<file path="src/rtl/keypad_pkg.sv">
// Shared types and constants for the 4x4 keypad scanner and its consumers.
package keypad_pkg;

    typedef enum logic [1:0] {
        SCAN     = 2'd0,
        DEBOUNCE = 2'd1,
        HELD     = 2'd2
    } state_t;

    localparam int NUM_ROWS = 4;
    localparam int NUM_COLS = 4;

    // Key codes follow row*4 + col for the standard 1-2-3-A legend.
    localparam logic [3:0] KEY_1    = 4'd0;
    localparam logic [3:0] KEY_2    = 4'd1;
    localparam logic [3:0] KEY_3    = 4'd2;
    localparam logic [3:0] KEY_A    = 4'd3;
    localparam logic [3:0] KEY_4    = 4'd4;
    localparam logic [3:0] KEY_5    = 4'd5;
    localparam logic [3:0] KEY_6    = 4'd6;
    localparam logic [3:0] KEY_B    = 4'd7;
    localparam logic [3:0] KEY_7    = 4'd8;
    localparam logic [3:0] KEY_8    = 4'd9;
    localparam logic [3:0] KEY_9    = 4'd10;
    localparam logic [3:0] KEY_C    = 4'd11;
    localparam logic [3:0] KEY_STAR = 4'd12;
    localparam logic [3:0] KEY_0    = 4'd13;
    localparam logic [3:0] KEY_HASH = 4'd14;
    localparam logic [3:0] KEY_D    = 4'd15;

    localparam logic [3:0] COL_RESET = 4'b1110;

    // True when exactly one of the four active-low lines is asserted.
    function automatic logic is_single(input logic [3:0] v);
        return (v == 4'b1110) || (v == 4'b1101) || (v == 4'b1011) || (v == 4'b0111);
    endfunction

    function automatic logic [1:0] low_index(input logic [3:0] v);
        logic [1:0] idx;
        idx = 2'd0;
        for (int i = 0; i < 4; i++) begin
            if (!v[i]) idx = 2'(i);
        end
        return idx;
    endfunction

endpackage

</file>
<file path="src/rtl/tick_gen.sv">
// Free-running divider producing a single-cycle strobe every DIV clocks.
module tick_gen #(
    parameter int DIV = 27000,
    parameter int W   = 15
) (
    input  logic clk,
    input  logic rst,
    output logic tick
);

    localparam logic [W-1:0] LAST = W'(DIV - 1);

    logic [W-1:0] cnt;

    always_ff @(posedge clk) begin
        if (rst) begin
            cnt <= '0;
        end else if (cnt == LAST) begin
            cnt <= '0;
        end else begin
            cnt <= cnt + 1'b1;
        end
    end

    assign tick = (cnt == LAST);

endmodule

</file>
<file path="src/rtl/keypad_scanner.sv">
// 4x4 matrix keypad scanner: column drive, row synchronizer, press/release debounce.
module keypad_scanner
    import keypad_pkg::*;
#(
    parameter int TICK_DIV       = 27000,
    parameter int DEBOUNCE_TICKS = 20,
    parameter int CNT_W          = 15
) (
    input  logic       clk,
    input  logic       rst,
    input  logic [3:0] row_in,
    output logic [3:0] col_out,
    output logic       keypad_pressed,
    output logic [3:0] key_code,
    output logic       key_valid
);

    localparam int             DW      = $clog2(DEBOUNCE_TICKS + 1);
    localparam logic [DW-1:0]  DB_LAST = DW'(DEBOUNCE_TICKS);

    logic          tick;
    logic [3:0]    sync_p0, rows_s;
    state_t        state, state_n;
    logic [3:0]    col_n;
    logic [DW-1:0] dcnt, dcnt_n, dcnt_inc;
    logic [1:0]    row_idx, row_n, col_idx, col_idx_n, hit_row;
    logic          pressed_n, valid_n, single;
    logic [3:0]    code_n, col_rot;

    tick_gen #(.DIV(TICK_DIV), .W(CNT_W)) u_tick (
        .clk  (clk),
        .rst  (rst),
        .tick (tick)
    );

    // Stage p0/p1: two-flop synchronizer on the asynchronous rows.
    always_ff @(posedge clk) begin
        if (rst) begin
            sync_p0 <= 4'hF;
            rows_s  <= 4'hF;
        end else begin
            sync_p0 <= row_in;
            rows_s  <= sync_p0;
        end
    end

    assign single   = is_single(rows_s);
    assign hit_row  = low_index(rows_s);
    assign col_rot  = {col_out[2:0], col_out[3]};
    assign dcnt_inc = dcnt + 1'b1;

    always_comb begin
        state_n   = state;
        col_n     = col_out;
        dcnt_n    = dcnt;
        row_n     = row_idx;
        col_idx_n = col_idx;
        pressed_n = keypad_pressed;
        code_n    = key_code;
        valid_n   = 1'b0;
        if (tick) begin
            case (state)
                SCAN: begin
                    if (single) begin
                        row_n     = hit_row;
                        col_idx_n = low_index(col_out);
                        dcnt_n    = DW'(1);
                        state_n   = DEBOUNCE;
                    end else begin
                        col_n = col_rot;
                    end
                end
                DEBOUNCE: begin
                    if (single && (hit_row == row_idx)) begin
                        if (dcnt_inc == DB_LAST) begin
                            state_n   = HELD;
                            pressed_n = 1'b1;
                            code_n    = {row_idx, col_idx};
                            valid_n   = 1'b1;
                            dcnt_n    = '0;
                        end else begin
                            dcnt_n = dcnt_inc;
                        end
                    end else begin
                        state_n = SCAN;
                        col_n   = col_rot;
                    end
                end
                HELD: begin
                    // Any low row, including a second key, restarts the release count.
                    if (rows_s == 4'hF) begin
                        if (dcnt_inc == DB_LAST) begin
                            state_n   = SCAN;
                            pressed_n = 1'b0;
                            col_n     = col_rot;
                            dcnt_n    = '0;
                        end else begin
                            dcnt_n = dcnt_inc;
                        end
                    end else begin
                        dcnt_n = '0;
                    end
                end
                default: begin
                    state_n = SCAN;
                    dcnt_n  = '0;
                end
            endcase
        end
    end

    always_ff @(posedge clk) begin
        if (rst) begin
            state          <= SCAN;
            col_out        <= COL_RESET;
            dcnt           <= '0;
            row_idx        <= '0;
            col_idx        <= '0;
            keypad_pressed <= 1'b0;
            key_code       <= '0;
            key_valid      <= 1'b0;
        end else begin
            state          <= state_n;
            col_out        <= col_n;
            dcnt           <= dcnt_n;
            row_idx        <= row_n;
            col_idx        <= col_idx_n;
            keypad_pressed <= pressed_n;
            key_code       <= code_n;
            key_valid      <= valid_n;
        end
    end

endmodule

</file>
<file path="config.mk">
export PLATFORM = sky130hd
export DESIGN_NAME = keypad_scanner
export DESIGN_NICKNAME = d
export VERILOG_FILES = /design/src/rtl/keypad_pkg.sv /design/src/rtl/tick_gen.sv /design/src/rtl/keypad_scanner.sv
export SDC_FILE = /design/constraint.sdc
export NUM_CORES = 1
export LEC_CHECK = 0
export CAP_MARGIN = 20
export CORE_MARGIN = 3
export CORE_UTILIZATION = 35
export DETAILED_ROUTE_END_ITERATION = 10
export PLACE_DENSITY = 0.64
export RECOVER_POWER = 50
export SLEW_MARGIN = 20
export SYNTH_ARGS = -nofsm -noshare
export SYNTH_HDL_FRONTEND = slang
export SYNTH_SLANG_ARGS = --single-unit
</file>
<file path="constraint.sdc">
create_clock -name clk -period 3.7 [get_ports clk]
set_input_delay 0.74 -clock clk [delete_from_list [all_inputs] [get_ports clk]]
set_output_delay 0.74 -clock clk [all_outputs]
set_load 0.02 [all_outputs]
</file>
==> metrics.txt <==
period utilization 0.768; initial antenna violation count 0; all-layer global routing usage 0.123; CP Launch Type flop; Post-CTS Setup Bufs 0; Avg Inst Size Synth 9.33 um2; Cell variety after synth 47; Critical R2R Capture dcnt[1]; Worst EP arrival 3.06 ns; status finished clean; Worst-path clk slew 0.07 ns; Synth Area in Simple Gates 0.250; Iter 0 DRT Violations 43; global placer's final weighted congestion 0.749; GR Layer Usage met1 0.164; CP Launch Point u_tick.cnt[0]; Leak 0.882 nW; layout net count 234; post-layout minimum cycle time 2.84 ns; layout cells sized above 1 0.0837; R2R Setup Slk 0.86 ns; max-cap check violation count 0; PostCTS Resize Cnt 0; Syn Inst Count 211; FF+latch count, synth 44; clk sinks 44; FF+latch area 881 um2; sequential area share after synthesis 0.447; CTS Buf Count 5; initial core utilization 0.374; R2R depth 6; WS Path Type flop to flop; vias in the first global route 1,390; # DRC 0; later-pin clock latency in the skew report 0.30 ns; setup TNS 0 ns; Synth area leaders dfxtp_1 (45%), nor2_1 (6.3%), mux2i_1 (5.6%); worst hold path class flop to flop; ys flop type dfxtp_1; Die Wd 81.0 um; RSZ-0062 raised after global routing false; hold path start sync_p0[0]; Synth Area in XOR/XNOR 0.0667; worst slew pin tran 1.00 ns; Via density 5.02; CTS tree yes; slew margin rel. 0.328; critical path capture point type flop; first drt pass iteration count 4; ant diodes 0; busiest layer in global routing met2; vias after detailed routing 1,491; number of synthesized flops with an enable pin 0; die area 6560 um2; top-area cell type share of the netlist area 0.447; first-pass GRT wire length 6210 um; IO Pins 16; GRT overflow 0; routing usage on met3 0.0310; die height 81.0 um; Adder-Cell Fraction of Synth Area 0.0127; Hold Buf Count CTS 0; f_max 0.352 GHz; peak fanout along the critical path 8; most common cell in the netlist dfxtp_1; Mapped Nets 219; r2r startpoint u_tick.cnt[0]; main combinational cell family by area after synthesis simple AND/OR/NAND/NOR gates; Post-DRT Antenna Nets 0; Clock Root Buffer clkbuf_8; Max Slew Vio Count 0; multi-input logic area 992 um2; area grow syn2layout 13.7%; Longest Clk Path Bufs 2; multiplexer share of the synthesized area 0.0559; Worst VDD drop 157 uV; Routed wire per std cell 12.1 um; Yosys top cell by area dfxtp_1; async set-reset flop share out of synthesis 0; Cell Pwr Density 367 nW/um2; Final Hold Viols 0; Clock Skew 0.00648 ns; number of filler cells placed in the layout 540; Post-Syn Area 1970 um2; num rows 26; H-tree depth 2; Finish-stage setup viols 0; detailed placer's ending HPWL 2510 um; routing usage on met2 0.181; total power 0.821 mW; synth cell count leaders dfxtp_1 (44), nor2_1 (33), mux2i_1 (11); IO Port Bufs 15; core area 5270 um2; Required @ worst endpoint 3.92 ns; Synth Warn # 0; DRT Wirelength 3590 um; largest net degree at the start of global routing 17; CP endpoint dcnt[1]; Compound-Gate Fraction of Synth Area 0.132
-- registers in the layout (all words and copies together), names as in the netlist, 2 cells and up --
signal,flops
col_idx,2
rows_s,4
col_out,4
row_idx,2
state,2
sync_p0,4
key_code,4
dcnt,5
u_tick.cnt,15
-- logic make-up (layout without fill, tap and decap cells) --
kind of cell    Yosys count  after routing
xor+xnor                 15             15
simple gates             88             88
flops                    44             44
compound gates           35             35
mux                      11             11
buf+inv                  16             32
fa+ha+maj                 2              2
-- worst min path at each step --
stage,endpoint,slack (ns),depth (start not counted)
3_5_place_dp,rows_s[0],0.39,1
6_report,rows_s[0],0.41,1
3_3_place_gp,rows_s[2],0.39,1
2_1_floorplan,rows_s[0],0.39,1
4_1_cts,rows_s[0],0.41,1
5_1_grt,rows_s[2],0.42,1
-- worst max-delay path, cell delays in order (launching register included) --
cell	delay, ns
dfxtp_1	0.39
ha_1	0.23
nand4bb_1	0.12
nor4_1	0.86
o31ai_1	0.42
or4b_1	0.60
a21oi_1	0.15
-- power breakdown --
| part | leakage, nW | internal [mW] | switching, mW |
|---|---|---|---|
| Combinational | 0.480 | 0.0147 | 0.0164 |
| Clock | 0.0455 | 0.152 | 0.151 |
| Sequential | 0.357 | 0.480 | 0.00695 |
| Total | 0.882 | 0.647 | 0.174 |
-- per-stage QoR --
step	util	std cells	setup slack (ns)	hold slack, ns	cell area [um2]
finish	0.425	297	0.857	0.410	2240
global route	0.425	297	0.661	0.419	2240
global placement	0.414	289	1.45	0.392	2180
detailed placement	0.414	289	1.46	0.395	2180
CTS	0.431	297	1.43	0.412	2270
floorplan	-	211	1.72	0.389	1970
-- layer usage --
layer,vias up,wire [um]
met4,0,88
li1,775,-
met1,681,1860
met3,8,140
met5,-,0
met2,27,1500
-- layout make-up --
type	instances	share of cell area
clock buffer	8	0.0402
inverter	6	0.0101
multi-input combinational	151	0.443
sequential	44	0.394
tap	70	0.0391
timing repair buffer	18	0.0738
-- placed cells by master, fill, tap and decap left out, drive strengths merged, types with 3 or more instances in the layout --
master	n
a21oi	8
clkbuf	10
clkdlybuf4s50	4
dfxtp	44
dlygate4sd3	11
inv	6
mux2i	11
nand2	10
nand3	9
nand4	3
nand4b	4
nor2	33
nor2b	3
o21ai	7
o311ai	3
o31ai	3
or2	8
xnor2	9
xor2	6
Power figures use the tool's default switching activity.
